$ cat config.mk
export PLATFORM = sky130hd
export DESIGN_NAME = i2s_serializer
export DESIGN_NICKNAME = d
export VERILOG_FILES = /design/src/rtl/i2s_serializer.sv
export SDC_FILE = /design/constraint.sdc
export NUM_CORES = 1
export LEC_CHECK = 0
export CORE_MARGIN = 4
export CORE_UTILIZATION = 51
export CTS_CLUSTER_DIAMETER = 80
export DETAILED_ROUTE_END_ITERATION = 10
export PLACE_DENSITY = 0.85
export SLEW_MARGIN = 10
export SYNTH_ARGS = -nofsm -noshare
export SYNTH_HDL_FRONTEND = slang
export SYNTH_SLANG_ARGS = --single-unit
$ cat constraint.sdc
create_clock -name sclk -period 4.31 [get_ports sclk]
set_input_delay 0.6465 -clock sclk [delete_from_list [all_inputs] [get_ports sclk]]
set_output_delay 0.6465 -clock sclk [all_outputs]
set_load 0.005 [all_outputs]
$ cat src/rtl/i2s_serializer.sv
// I2S master transmitter: divides sclk down to bclk and serializes buffered
// left/right sample pairs MSB first. Data lags lrclk by one bit. When no
// sample is buffered at the load point, the frame carries zeros and underrun
// pulses for one cycle.
module i2s_serializer #(
    parameter int WIDTH = 16
) (
    input  logic             sclk,
    input  logic             rst,
    input  logic [15:0]      prescaler,
    input  logic [WIDTH-1:0] left_in,
    input  logic [WIDTH-1:0] right_in,
    input  logic             sample_valid,
    output logic             sample_ready,
    output logic             bclk,
    output logic             lrclk,
    output logic             sdata,
    output logic             underrun
);

    localparam int FW = 2 * WIDTH;
    localparam int CW = $clog2(FW);
    localparam logic [CW-1:0] LAST_SLOT   = CW'(FW - 1);
    localparam logic [CW-1:0] FIRST_RIGHT = CW'(WIDTH);
    localparam logic [CW-1:0] LOAD_SLOT   = CW'(1);
    localparam logic [CW-1:0] FRAME_SLOT  = '0;

    logic [15:0]     r_presc_q;
    logic [15:0]     r_div;
    logic            r_bclk;
    logic            r_lrclk;
    logic [CW-1:0]   r_bit_cnt;
    logic [FW-1:0]   r_sh;
    logic [FW-1:0]   r_buf;
    logic            r_full;
    logic            r_underrun;

    logic [15:0]     w_half;
    logic            w_tick;
    logic            w_fall;
    logic [CW-1:0]   w_next_slot;
    logic            w_accept;
    logic            w_load;

    // A prescaler of zero would stall the divider, so it runs as one.
    assign w_half      = (r_presc_q == 16'd0) ? 16'd1 : r_presc_q;
    assign w_tick      = (r_div == w_half - 16'd1);
    assign w_fall      = w_tick && r_bclk;
    assign w_next_slot = (r_bit_cnt == LAST_SLOT) ? FRAME_SLOT : r_bit_cnt + CW'(1);
    assign w_accept    = sample_valid && !r_full;
    assign w_load      = w_fall && (w_next_slot == LOAD_SLOT);

    assign sample_ready = !r_full;
    assign bclk         = r_bclk;
    assign lrclk        = r_lrclk;
    assign sdata        = r_sh[FW-1];
    assign underrun     = r_underrun;

    // Half-period divider toggling bclk; the divide ratio is only re-read at a frame boundary.
    always_ff @(posedge sclk) begin
        if (rst) begin
            r_div     <= 16'd0;
            r_bclk    <= 1'b0;
            r_presc_q <= prescaler;
        end else if (w_tick) begin
            r_div  <= 16'd0;
            r_bclk <= ~r_bclk;
            if (w_fall && (w_next_slot == FRAME_SLOT)) begin
                r_presc_q <= prescaler;
            end
        end else begin
            r_div <= r_div + 16'd1;
        end
    end

    // On each bclk falling toggle advance the slot, update lrclk and load or shift the frame word.
    always_ff @(posedge sclk) begin
        if (rst) begin
            r_bit_cnt  <= LAST_SLOT;
            r_lrclk    <= 1'b0;
            r_sh       <= '0;
            r_underrun <= 1'b0;
        end else begin
            r_underrun <= 1'b0;
            if (w_fall) begin
                r_bit_cnt <= w_next_slot;
                r_lrclk   <= (w_next_slot >= FIRST_RIGHT);
                if (w_next_slot == LOAD_SLOT) begin
                    if (r_full) begin
                        r_sh <= r_buf;
                    end else begin
                        r_sh       <= '0;
                        r_underrun <= 1'b1;
                    end
                end else begin
                    r_sh <= r_sh << 1;
                end
            end
        end
    end

    // Holding-buffer occupancy: set on handshake, cleared when the frame load consumes it.
    always_ff @(posedge sclk) begin
        if (rst) begin
            r_full <= 1'b0;
        end else if (w_accept) begin
            r_full <= 1'b1;
        end else if (w_load) begin
            r_full <= 1'b0;
        end
    end

    // Holding-buffer data; only meaningful while r_full is set, so it needs no reset.
    always_ff @(posedge sclk) begin
        if (w_accept) begin
            r_buf <= {left_in, right_in};
        end
    end

endmodule

-- Yosys cells after proc, flatten, opt, wreduce, memory -nomap -nowiden
Index checks and enable logic that the tools add are counted.
- $add $sub $neg: 3
- order comparisons: 1
- eq/ne operators: 3
- multiplexer cells: 10
- bitwise operators: 3
- reduce and logical (&&, ||, !) cells: 13
- operators with widths (operator ; number):
    $mux W16 ; 4
    $mux W32 ; 2
    $add A16 B1 Y16 const B ; 1
    $eq A16 B16 Y1 ; 1
    $logic_not A16 Y1 ; 1
    $sub A16 B1 Y16 const B ; 1
    $reduce_bool A2 Y1 ; 3
    $add A5 B1 Y5 const B ; 1
    $eq A5 B1 Y1 const B ; 1
    $eq A5 B5 Y1 const B ; 1
    $ge A5 B5 Y1 const B ; 1
    $logic_not A5 Y1 ; 1
    $mux W5 ; 1
    $logic_and A1 B1 Y1 ; 4
    $mux W1 ; 3
    $not A1 Y1 ; 3
    $reduce_or A3 Y1 ; 1
    $reduce_and A2 Y1 ; 1
    $reduce_or A2 Y1 ; 1
    $logic_not A1 Y1 ; 1
- bits in registers: 105
- output and inout port bits: 5
- word-level logic and storage cells: 42

-- Logic depth before layout (Yosys ltp)
Gate-level depths: netlist of the first run.
- depth after elaboration: 9
- gate-level depth with buffers: 15

-- Worst setup path after synthesis of the first run
No wires, ideal clock.
- path kind: reg-to-reg
- start point: reg r_presc_q[3]
- end point: reg r_presc_q[0], enable pin
- library setup time: 0.411 ns
- arrival: 4.153 ns
- required time: 3.899 ns
- slack: -0.254 ns
- stages on the path, launching flop included: 12
- buffers on the path: 1
- path through: edfxtp_1 -> clkbuf_1 -> or4_1 -> nor4_1 -> nor2_1 -> ha_1 -> xnor2_1 -> nor3_1 -> o2111ai_1 -> nor4b_4 -> nand3_1 -> o21ai_0
- longest elaborated chain between the ends: 8
- ends and longest elaborated chain (what ; line ; source):
    from (decl) ; 28 ; logic [15:0] r_presc_q;
    from (signal assigned) ; 64 ; r_presc_q <= prescaler;
    from (signal assigned) ; 69 ; r_presc_q <= prescaler;
    $logic_not A16 Y1 ; 46 ; assign w_half = (r_presc_q == 16'd0) ? 16'd1 : r_presc_q;
    $mux W16 (*) ; 46 ;
    $sub A16 B1 Y16 (*) ; 47 ; assign w_tick = (r_div == w_half - 16'd1);
    $eq A16 B16 Y1 (*) ; 47 ;
    $logic_and A1 B1 Y1 ; 48 ; assign w_fall = w_tick && r_bclk;
    $logic_and A1 B1 Y1 ; 68 ; if (w_fall && (w_next_slot == FRAME_SLOT)) begin
    $reduce_bool A2 Y1 (no line) ; -- ;
    $reduce_and A2 Y1 (no line) (*) ; -- ;
Every way passes the cells marked *; elsewhere a longest branch is shown, timed or not.
A chain may end at the register's enable or synchronous reset.

-- Worst setup path after layout of the first run
- start point: reg r_presc_q[3]
- end point: reg r_sh[12]
- longest elaborated chain between the ends: 5
- ends and longest elaborated chain (what ; line ; source):
    $logic_not A16 Y1 ; 46 ;
    $mux W16 (*) ; 46 ;
    $sub A16 B1 Y16 (*) ; 47 ;
    $eq A16 B16 Y1 (*) ; 47 ;
    $logic_and A1 B1 Y1 (*) ; 48 ;
    to (signal assigned) ; 90 ; r_sh <= r_buf;
    to (signal assigned) ; 96 ; r_sh <= r_sh << 1;
    to (decl) ; 33 ; logic [FW-1:0] r_sh;
Marks and branches as above.

==> metrics.cfg, run 1 <==
[status]
status=finished, final reports clean

[power_and_ir_drop]
peakVddDrop_uv=187
cellPowerDensity_nw_per_um2=310
p_leak_nw=1.82

[hold_path]
hold_end=lrclk
holdPathStages=2
min_from=lrclk
min_path_type=flop to flop

[critical_path]
slowest_stage=or4_1
arrival_ps=4240
worstSetupStartpointType=flop
cp_max_fo=20
crit_path_max_incr_delay_ps=630
reg2reg_from=r_presc_q[3]
path_depth=12
cpLargestDelayFamily=simple AND/OR/NAND/NOR gates
critPathBufInv=2
rrSetupSlack_ps=310
crit_top_cell=buf_4
worstPathRequired_ps=4550
r2r_cells=12
crit_type=flop to flop
crit_chain=or4_1, nor4_1, nor2_1, ha_1, nor4b_1, nand4b_1, nor3b_2, nor4b_4, buf_4, and3_1, buf_4, a311oi_1
r2r_end=r_sh[12]
end_kind=flop

[synthesis]
async_flop_share=0
ys.warnings.count=0
yosysTopAreaCellShare=0.284
synth-seq-area-share=0.508
ys_types=53
syn_inst=490
ys.flop_type=dfxtp_1
synth_seq_cells=105
synth.top_cells.by_count=57 x dfxtp_1, 48 x edfxtp_1, 40 x nand3_1, 37 x nor2_1
yosysTopAreaCell=edfxtp_1
synth_enable_flop_cells=48
synth_area_per_cell_um2=10.4
yosysMostFrequentCell=dfxtp_1
synth.cell_area_um2=5080
ys_top_cells_by_area=edfxtp_1 28%, dfxtp_1 22%, a311oi_1 5.7%
synthesis.nets=547

[sta]
slew-limit-headroom=0.382
final_period_minus_worst_setup_slack_ps=4000
min_period_over_period=0.929
tns_ps=0
report.final.hold_viol_count=0
grt_setup_unrepaired=no
worst_pin_slew_ps=927
report.final.slew_viol_count=0
setup_viol=0
timing.fmax_mhz=250
skew_ps=8.47

[finish]
layout.nets=581
syn2layout_area_growth_pct=15.1
final_core_utilization=0.601
num-fill-cells=811
drive_gt1_frac=0.0681
antenna_cells=0
stdcell_area_um2=5850

[clocking]
htree_num_levels=3
clockBufferDepth=2
clkTransAtPathRegs_ps=100
postCtsSetupBuffers=0
clk_latency_ps=360
cts_sinks=105
root_buffer=clkbuf_8
cts_buffers=9
cts_tree=done

[grt]
grt_overflow=0
antenna_found_initial=0
grt_usage=0.199
grt_pass1_wl_um=18600
grt_max_degree=66
grt_pass1_vias=3960

[drt]
route.antenna.remaining_nets=0
drc=0
routedWlPerCell_um=16.6
vias_per_cell=6.03
drt_wl_total_um=11000
firstDrtPassIters=5
dr_total_vias=3994
drt_iter0_markers=411

[floorplan]
die_y_um=108
core_um2=9730
start_util=0.522
fp.dieArea_um2=11600
num_rows=36
die_w_um=108
io_pins=56

[flow_run]
maxCapViolCount=0

[placement]
finalWeightedCongestion=0.883
port_buffers=55
postPlaceCellArea_um2=5660
dp_hpwl_um=7520

through the flow:
stage          hold slack [ps]  total power [mW]  worst slack (ps)  instances
4_1_cts                    476              1.83               317        662
5_1_grt                    502              1.88              50.1        662
3_3_place_gp               456              1.24               548        646
3_5_place_dp               452              1.25               373        646
6_report                   475              1.81               307        662
2_1_floorplan              435              1.18               174        490
sequential cells by signal, summed over array words and instances, names as in the netlist:
register / count
r_buf: 32
r_sh: 32
r_div: 16
r_presc_q: 16
r_bit_cnt: 5
bclk: 1
lrclk: 1
r_full: 1
underrun: 1
cell families (layout without fill, tap and decap cells):
family / after synthesis / in the layout / share of synthesized area
simple gates: 180 / 180 / 0.199
compound gates: 103 / 103 / 0.150
flops: 105 / 105 / 0.508
xor+xnor: 36 / 36 / 0.0620
fa+ha+maj: 6 / 6 / 0.0148
mux: 6 / 6 / 0.0121
buf+inv: 54 / 93 / 0.0542
metal layers:
metal	global-route usage	share of wire	wire [um]	vias up
met1	0.256	0.42	4600	1906
met2	0.325	0.50	5530	155
met4	0.0775	0.021	231	0
met5	0	0	0	-
met3	0.0432	0.058	642	24
li1	-	-	-	1909
where the power goes:
part | leakage (nW) | internal [mW] | switching, mW | total (mW)
registers | 0.921 | 1.07 | 0.0247 | 1.10
logic | 0.807 | 0.0690 | 0.0626 | 0.132
clock network | 0.0928 | 0.226 | 0.355 | 0.581
total | 1.82 | 1.37 | 0.442 | 1.81
worst max path at each step:
stage,from,slack (ps),to
after detailed placement,r_presc_q[3],370,r_sh[12]
after floorplan,r_presc_q[3],170,r_presc_q[0]
after global routing,r_presc_q[3],50,r_sh[12]
after global placement,r_presc_q[3],550,r_sh[9]
after CTS,r_presc_q[3],320,r_sh[12]
final,r_presc_q[3],310,r_sh[12]
cell type report:
type / count / area [um2] / share of cell area
Clock inverter: 6 / 58.8 / 0.0101
Inverter: 11 / 41.3 / 0.00706
Tap cell: 133 / 166 / 0.0284
Clock buffer: 10 / 128 / 0.0218
Multi-Input combinational cell: 331 / 2240 / 0.383
Sequential cell: 105 / 2580 / 0.441
Timing Repair Buffer: 66 / 633 / 0.108
cells in the final DEF, fill, tap and decap left out, drive strengths merged, types with 3 or more instances in the layout:
master / instances
ha: 6
xor2: 13
a211oi: 3
o21ai: 8
and3: 5
or4: 5
edfxtp: 48
a31oi: 35
nand3b: 4
nor2: 37
nor3b: 4
nor4: 6
nor3: 9
a21oi: 7
nand2b: 35
clkbuf: 10
a311oi: 33
clkdlybuf4s50: 55
nand2: 15
or3: 4
nand3: 40
dfxtp: 57
mux2i: 5
buf: 11
nor2b: 3
inv: 14
xnor2: 23
o211ai: 4
nand4: 6
tightest hold or removal path, cell delays in order, from the launching register on:
cell and delay (ps):
dfxtp_1 330, nand2_1 50, mux2i_1 50
timing repair:
item | in CTS | in global routing
endpoints found under the hold margin | 0 | 0
hold buffers | 0 | 0
resized for setup | 0 | 1
endpoints found under the setup margin | 0 | 1
No activity file was read; power rests on OpenSTA's default activity.
==> run 2, diff against run 1 <==
--- a/config.mk
+++ b/config.mk
@@ -6,11 +6,11 @@
 export NUM_CORES = 1
 export LEC_CHECK = 0
 export CORE_MARGIN = 4
-export CORE_UTILIZATION = 51
+export CORE_UTILIZATION = 61
 export CTS_CLUSTER_DIAMETER = 80
 export DETAILED_ROUTE_END_ITERATION = 10
-export PLACE_DENSITY = 0.85
-export SLEW_MARGIN = 10
+export PLACE_DENSITY = 0.94
+export SLEW_MARGIN = 20
 export SYNTH_ARGS = -nofsm -noshare
 export SYNTH_HDL_FRONTEND = slang
 export SYNTH_SLANG_ARGS = --single-unit
==> constraint.sdc (replaced) <==
create_clock -name sclk -period 4.8 [get_ports sclk]
set_input_delay 0.72 -clock sclk [delete_from_list [all_inputs] [get_ports sclk]]
set_output_delay 0.72 -clock sclk [all_outputs]
set_load 0.005 [all_outputs]
==> run 2 against run 1 <==
Count of clock-buffer cells in the layout stayed put. Clock skew is 3.2 ps higher. Sequential power is 10% lower. Non-clock buffer count is 3 lower. Die area is 15% lower. Core utilization is 11 points higher. Sequential share of layout area is 0.48 points higher. Critical path depth is 1 higher. Critical endpoint is now r_presc_q[8].
==> metrics.cfg, run 2 (synthesis results as in run 1) <==
[floorplan]
die_y_um=99.3
core_um2=8180
num_rows=33
die_w_um=99.3
io_pins=56
start_util=0.622
fp.dieArea_um2=9860

[critical_path]
arrival_ps=4270
crit_top_cell=buf_4
crit_path_max_incr_delay_ps=630
critPathBufInv=2
worstSetupStartpointType=flop
end_kind=flop
cpLargestDelayFamily=simple AND/OR/NAND/NOR gates
cp_max_fo=33
crit_chain=or4_4, nor4_1, nor2_1, ha_1, nor3b_1, a2111o_1, o211ai_1, a31oi_1, nor3_4, buf_4, nand3_1, o21ai_1, buf_4
slowest_stage=or4_4
crit_type=flop to flop
worstPathRequired_ps=4860

[sta]
post-route-worst-setup-slack_ps=588
setup_viol=0
skew_ps=11.7
tns_ps=0
worst_pin_slew_ps=657
final_period_minus_worst_setup_slack_ps=4210
slew-limit-headroom=0.561
timing.fmax_mhz=237
min_period_over_period=0.878
report.final.hold_viol_count=0
report.final.slew_viol_count=0
grt_setup_unrepaired=no

[drt]
drt_wl_total_um=10900
firstDrtPassIters=5
routedWlPerCell_um=17.2
route.antenna.remaining_nets=0
vias_per_cell=6.30
drc=0
dr_total_vias=3976
drt_iter0_markers=345

[power_and_ir_drop]
peakVddDrop_uv=212
cellPowerDensity_nw_per_um2=281
p_leak_nw=1.80

[flow_run]
maxCapViolCount=0

[placement]
finalWeightedCongestion=0.942
port_buffers=55
preCtsSetupSlack_ps=466
dp_hpwl_um=7740
postPlaceCellArea_um2=5600

[hold_path]
min_path_type=flop to flop

[finish]
antenna_cells=0
largestRegisters=r_buf x32, r_sh x32
final_cell_mix=57 x dfxtp_1, 55 x clkdlybuf4s50_1, 48 x edfxtp_1
final_common_cell=dfxtp_1
layout.nets=578
stdcell_area_um2=5790
syn2layout_area_growth_pct=13.9
final_core_utilization=0.708
drive_gt1_frac=0.0608

[clocking]
clk_latency_ps=370
post_cts_resized=0
clkTransAtPathRegs_ps=110
cts_buffers=9
root_buffer=clkbuf_8
cts_sinks=105
cts_hold_buf=0
cts_tree=done
postCtsSetupBuffers=0
htree_num_levels=3
clockBufferDepth=2

[grt]
grt_pass1_vias=3840
grt_max_degree=66
antenna_found_initial=0
grt_overflow=0
grt_usage=0.228
grt_pass1_wl_um=18200

[status]
status=finished, final reports clean

run 2: final timing paths:
check	end	from	cells past startpoint	slack, ps
max	r_presc_q[8]	r_presc_q[8]	13	590
min	r_sh[0]	r_sh[0]	2	470
max reg2reg	r_presc_q[8]	r_presc_q[8]	13	590
min reg2reg	r_sh[0]	r_sh[0]	2	470
run 2: worst reg2reg max path, delay by kind of cell, from the launching register on:
family | cells | cell delay [ps]
buffers and inverters | 2 | 610
and+or+nand+nor | 6 | 1660
DFF | 1 | 550
adders and majority gates | 1 | 280
AOI/OAI and AO/OA | 4 | 820
run 2: final cells by class:
class / instances / area, um2
Tap cell: 105 / 131
Clock buffer: 10 / 128
Fill cell: 561 / 2390
Inverter: 11 / 41.3
Timing Repair Buffer: 63 / 611
Sequential cell: 105 / 2580
Clock inverter: 6 / 58.8
Multi-Input combinational cell: 331 / 2230
run 2: power by group:
group | internal [mW] | switching, mW | total (mW)
registers | 0.964 | 0.0224 | 0.986
logic | 0.0617 | 0.0558 | 0.117
clock network | 0.202 | 0.320 | 0.522
total | 1.23 | 0.398 | 1.63
run 2: per-stage QoR:
stage / power (mW) / instances / hold WS, ps
3_3_place_gp: 1.12 / 615 / 445
4_1_cts: 1.63 / 631 / 469
2_1_floorplan: 1.06 / 490 / 435
5_1_grt: 1.69 / 631 / 503
3_5_place_dp: 1.12 / 615 / 453
6_report: 1.63 / 631 / 467
run 2: layer usage:
layer	track usage	up-vias	share of wire
met2	0.402	161	0.52
met4	0.0777	0	0.021
met1	0.266	1892	0.39
met5	0	-	0
li1	-	1898	-
met3	0.0652	25	0.066
==> run 3, diff against run 2 <==
--- a/config.mk
+++ b/config.mk
@@ -5,11 +5,11 @@
 export SDC_FILE = /design/constraint.sdc
 export NUM_CORES = 1
 export LEC_CHECK = 0
-export CORE_MARGIN = 4
+export CORE_MARGIN = 1
 export CORE_UTILIZATION = 61
 export CTS_CLUSTER_DIAMETER = 80
 export DETAILED_ROUTE_END_ITERATION = 10
-export PLACE_DENSITY = 0.94
+export PLACE_DENSITY = 0.85
 export SLEW_MARGIN = 20
 export SYNTH_ARGS = -nofsm -noshare
 export SYNTH_HDL_FRONTEND = slang
==> run 3 against run 2 <==
Combinational power hardly changed. Via count hardly changed. Maximum frequency is 0.64% lower. First-iteration DRC count is 27% lower. Cell area is 0.26% higher. Core utilization is 2.8 points higher. Worst hold slack worse by 2.9 ps. Worst setup slack worse by 27 ps. Routed wire length is 0.58% lower. Sequential cell count stayed put. Sequential share of layout area is 0.12 points lower. Non-clock buffer count is 1 lower. Critical path type unchanged. Critical endpoint is now r_presc_q[6].
==> metrics.cfg, run 3 (synthesis results as in run 1) <==
[status]
status=finished, final reports clean

[floorplan]
core_um2=7890
start_util=0.644
io_pins=56
fp.dieArea_um2=8700
die_w_um=93.3
die_y_um=93.3
num_rows=32

[grt]
antenna_found_initial=0
met3_usage=0.0626
grt_busiest_layer=met2
grt_max_degree=66
grt_pass1_vias=3802
grt_overflow=0
grt_usage=0.259
met2_usage=0.461
grt_pass1_wl_um=17600
grtUsageMet1=0.306

[drt]
firstDrtPassIters=5
drt_iter0_markers=253
route.antenna.remaining_nets=0
drt_wl_total_um=10800
drc=0
vias_per_cell=6.34
dr_total_vias=3977
routedWlPerCell_um=17.3

[sta]
skew_ps=6.58
timing.fmax_mhz=236
report.final.slew_viol_count=0
tns_ps=0
worst_pin_slew_ps=945
slew-limit-headroom=0.370
grt_setup_unrepaired=no
post-route-worst-setup-slack_ps=561
setup_viol=0
final_period_minus_worst_setup_slack_ps=4240
report.final.hold_viol_count=0
min_period_over_period=0.883

[clocking]
cts_hold_buf=0
htree_num_levels=3
clkTransAtPathRegs_ps=100
root_buffer=clkbuf_8
clk_latency_ps=380
cts_tree=done
cts_buffers=9
post_cts_resized=0
postCtsSetupBuffers=0
clockBufferDepth=2
cts_sinks=105

[finish]
antenna_cells=0
final_cell_mix=57 x dfxtp_1, 55 x clkdlybuf4s50_1, 48 x edfxtp_1
syn2layout_area_growth_pct=14.2
drive_gt1_frac=0.0629
final_common_cell=dfxtp_1
final_cells=627
largestRegisters=r_buf x32, r_sh x32
layout.nets=577

[critical_path]
arrival_ps=4320
worstPathRequired_ps=4880
crit_type=flop to flop
worstSetupStartpointType=flop
cp_max_fo=34
end_kind=flop

[placement]
port_buffers=55
placedCellCount=611
finalWeightedCongestion=0.903
dp_hpwl_um=7450
preCtsSetupSlack_ps=459

[power_and_ir_drop]
p_total_mw=1.68
p_leak_nw=1.81
peakVddDrop_uv=207
cellPowerDensity_nw_per_um2=289

[hold_path]
min_path_type=flop to flop

[flow_run]
maxCapViolCount=0

-- run 3: routing by layer --
layer	up-vias	routed length, um
met2	162	5630
met4	0	148
met5	-	0
met1	1902	4340
li1	1897	-
met3	16	701
-- run 3: area by class of cell --
cell class	count	area (um2)
Clock buffer	9	124
Clock inverter	7	87.6
Fill cell	557	2090
Inverter	11	41.3
Multi-Input combinational cell	331	2240
Sequential cell	105	2580
Tap cell	102	128
Timing Repair Buffer	62	603
-- run 3: worst paths after layout --
path                     start            to  slack (ps)  depth (start not counted)
setup / recovery  r_presc_q[3]  r_presc_q[6]         560                         12
hold / removal           lrclk         lrclk         460                          2
setup reg to reg  r_presc_q[3]  r_presc_q[6]         560                         12
hold reg to reg          lrclk         lrclk         460                          2
-- run 3: critical path: stages, from the launching register on --
cell and delay, ps:
edfxtp_1 530, or4_1 630, nor4_1 400, nor2_1 110, ha_1 310, xnor2_1 130, nor3_1 210, o2111ai_1 280
nor4b_4 340, buf_4 400, nand3_1 180, o21ai_1 150, buf_4 270
-- run 3: metrics by stage --
| stage | util | instance area (um2) | hold slack, ps |
|---|---|---|---|
| final | 0.736 | 5800 | 464 |
| after global routing | 0.736 | 5800 | 514 |
| after CTS | 0.735 | 5800 | 467 |
| after detailed placement | 0.709 | 5590 | 452 |
| after global placement | 0.709 | 5590 | 445 |
| after floorplan | - | 5080 | 435 |
-- run 3: report_power, final --
part	internal, mW	switching, mW
Sequential	0.964	0.0215
Combinational	0.0616	0.0567
Clock	0.252	0.324
Total	1.28	0.402
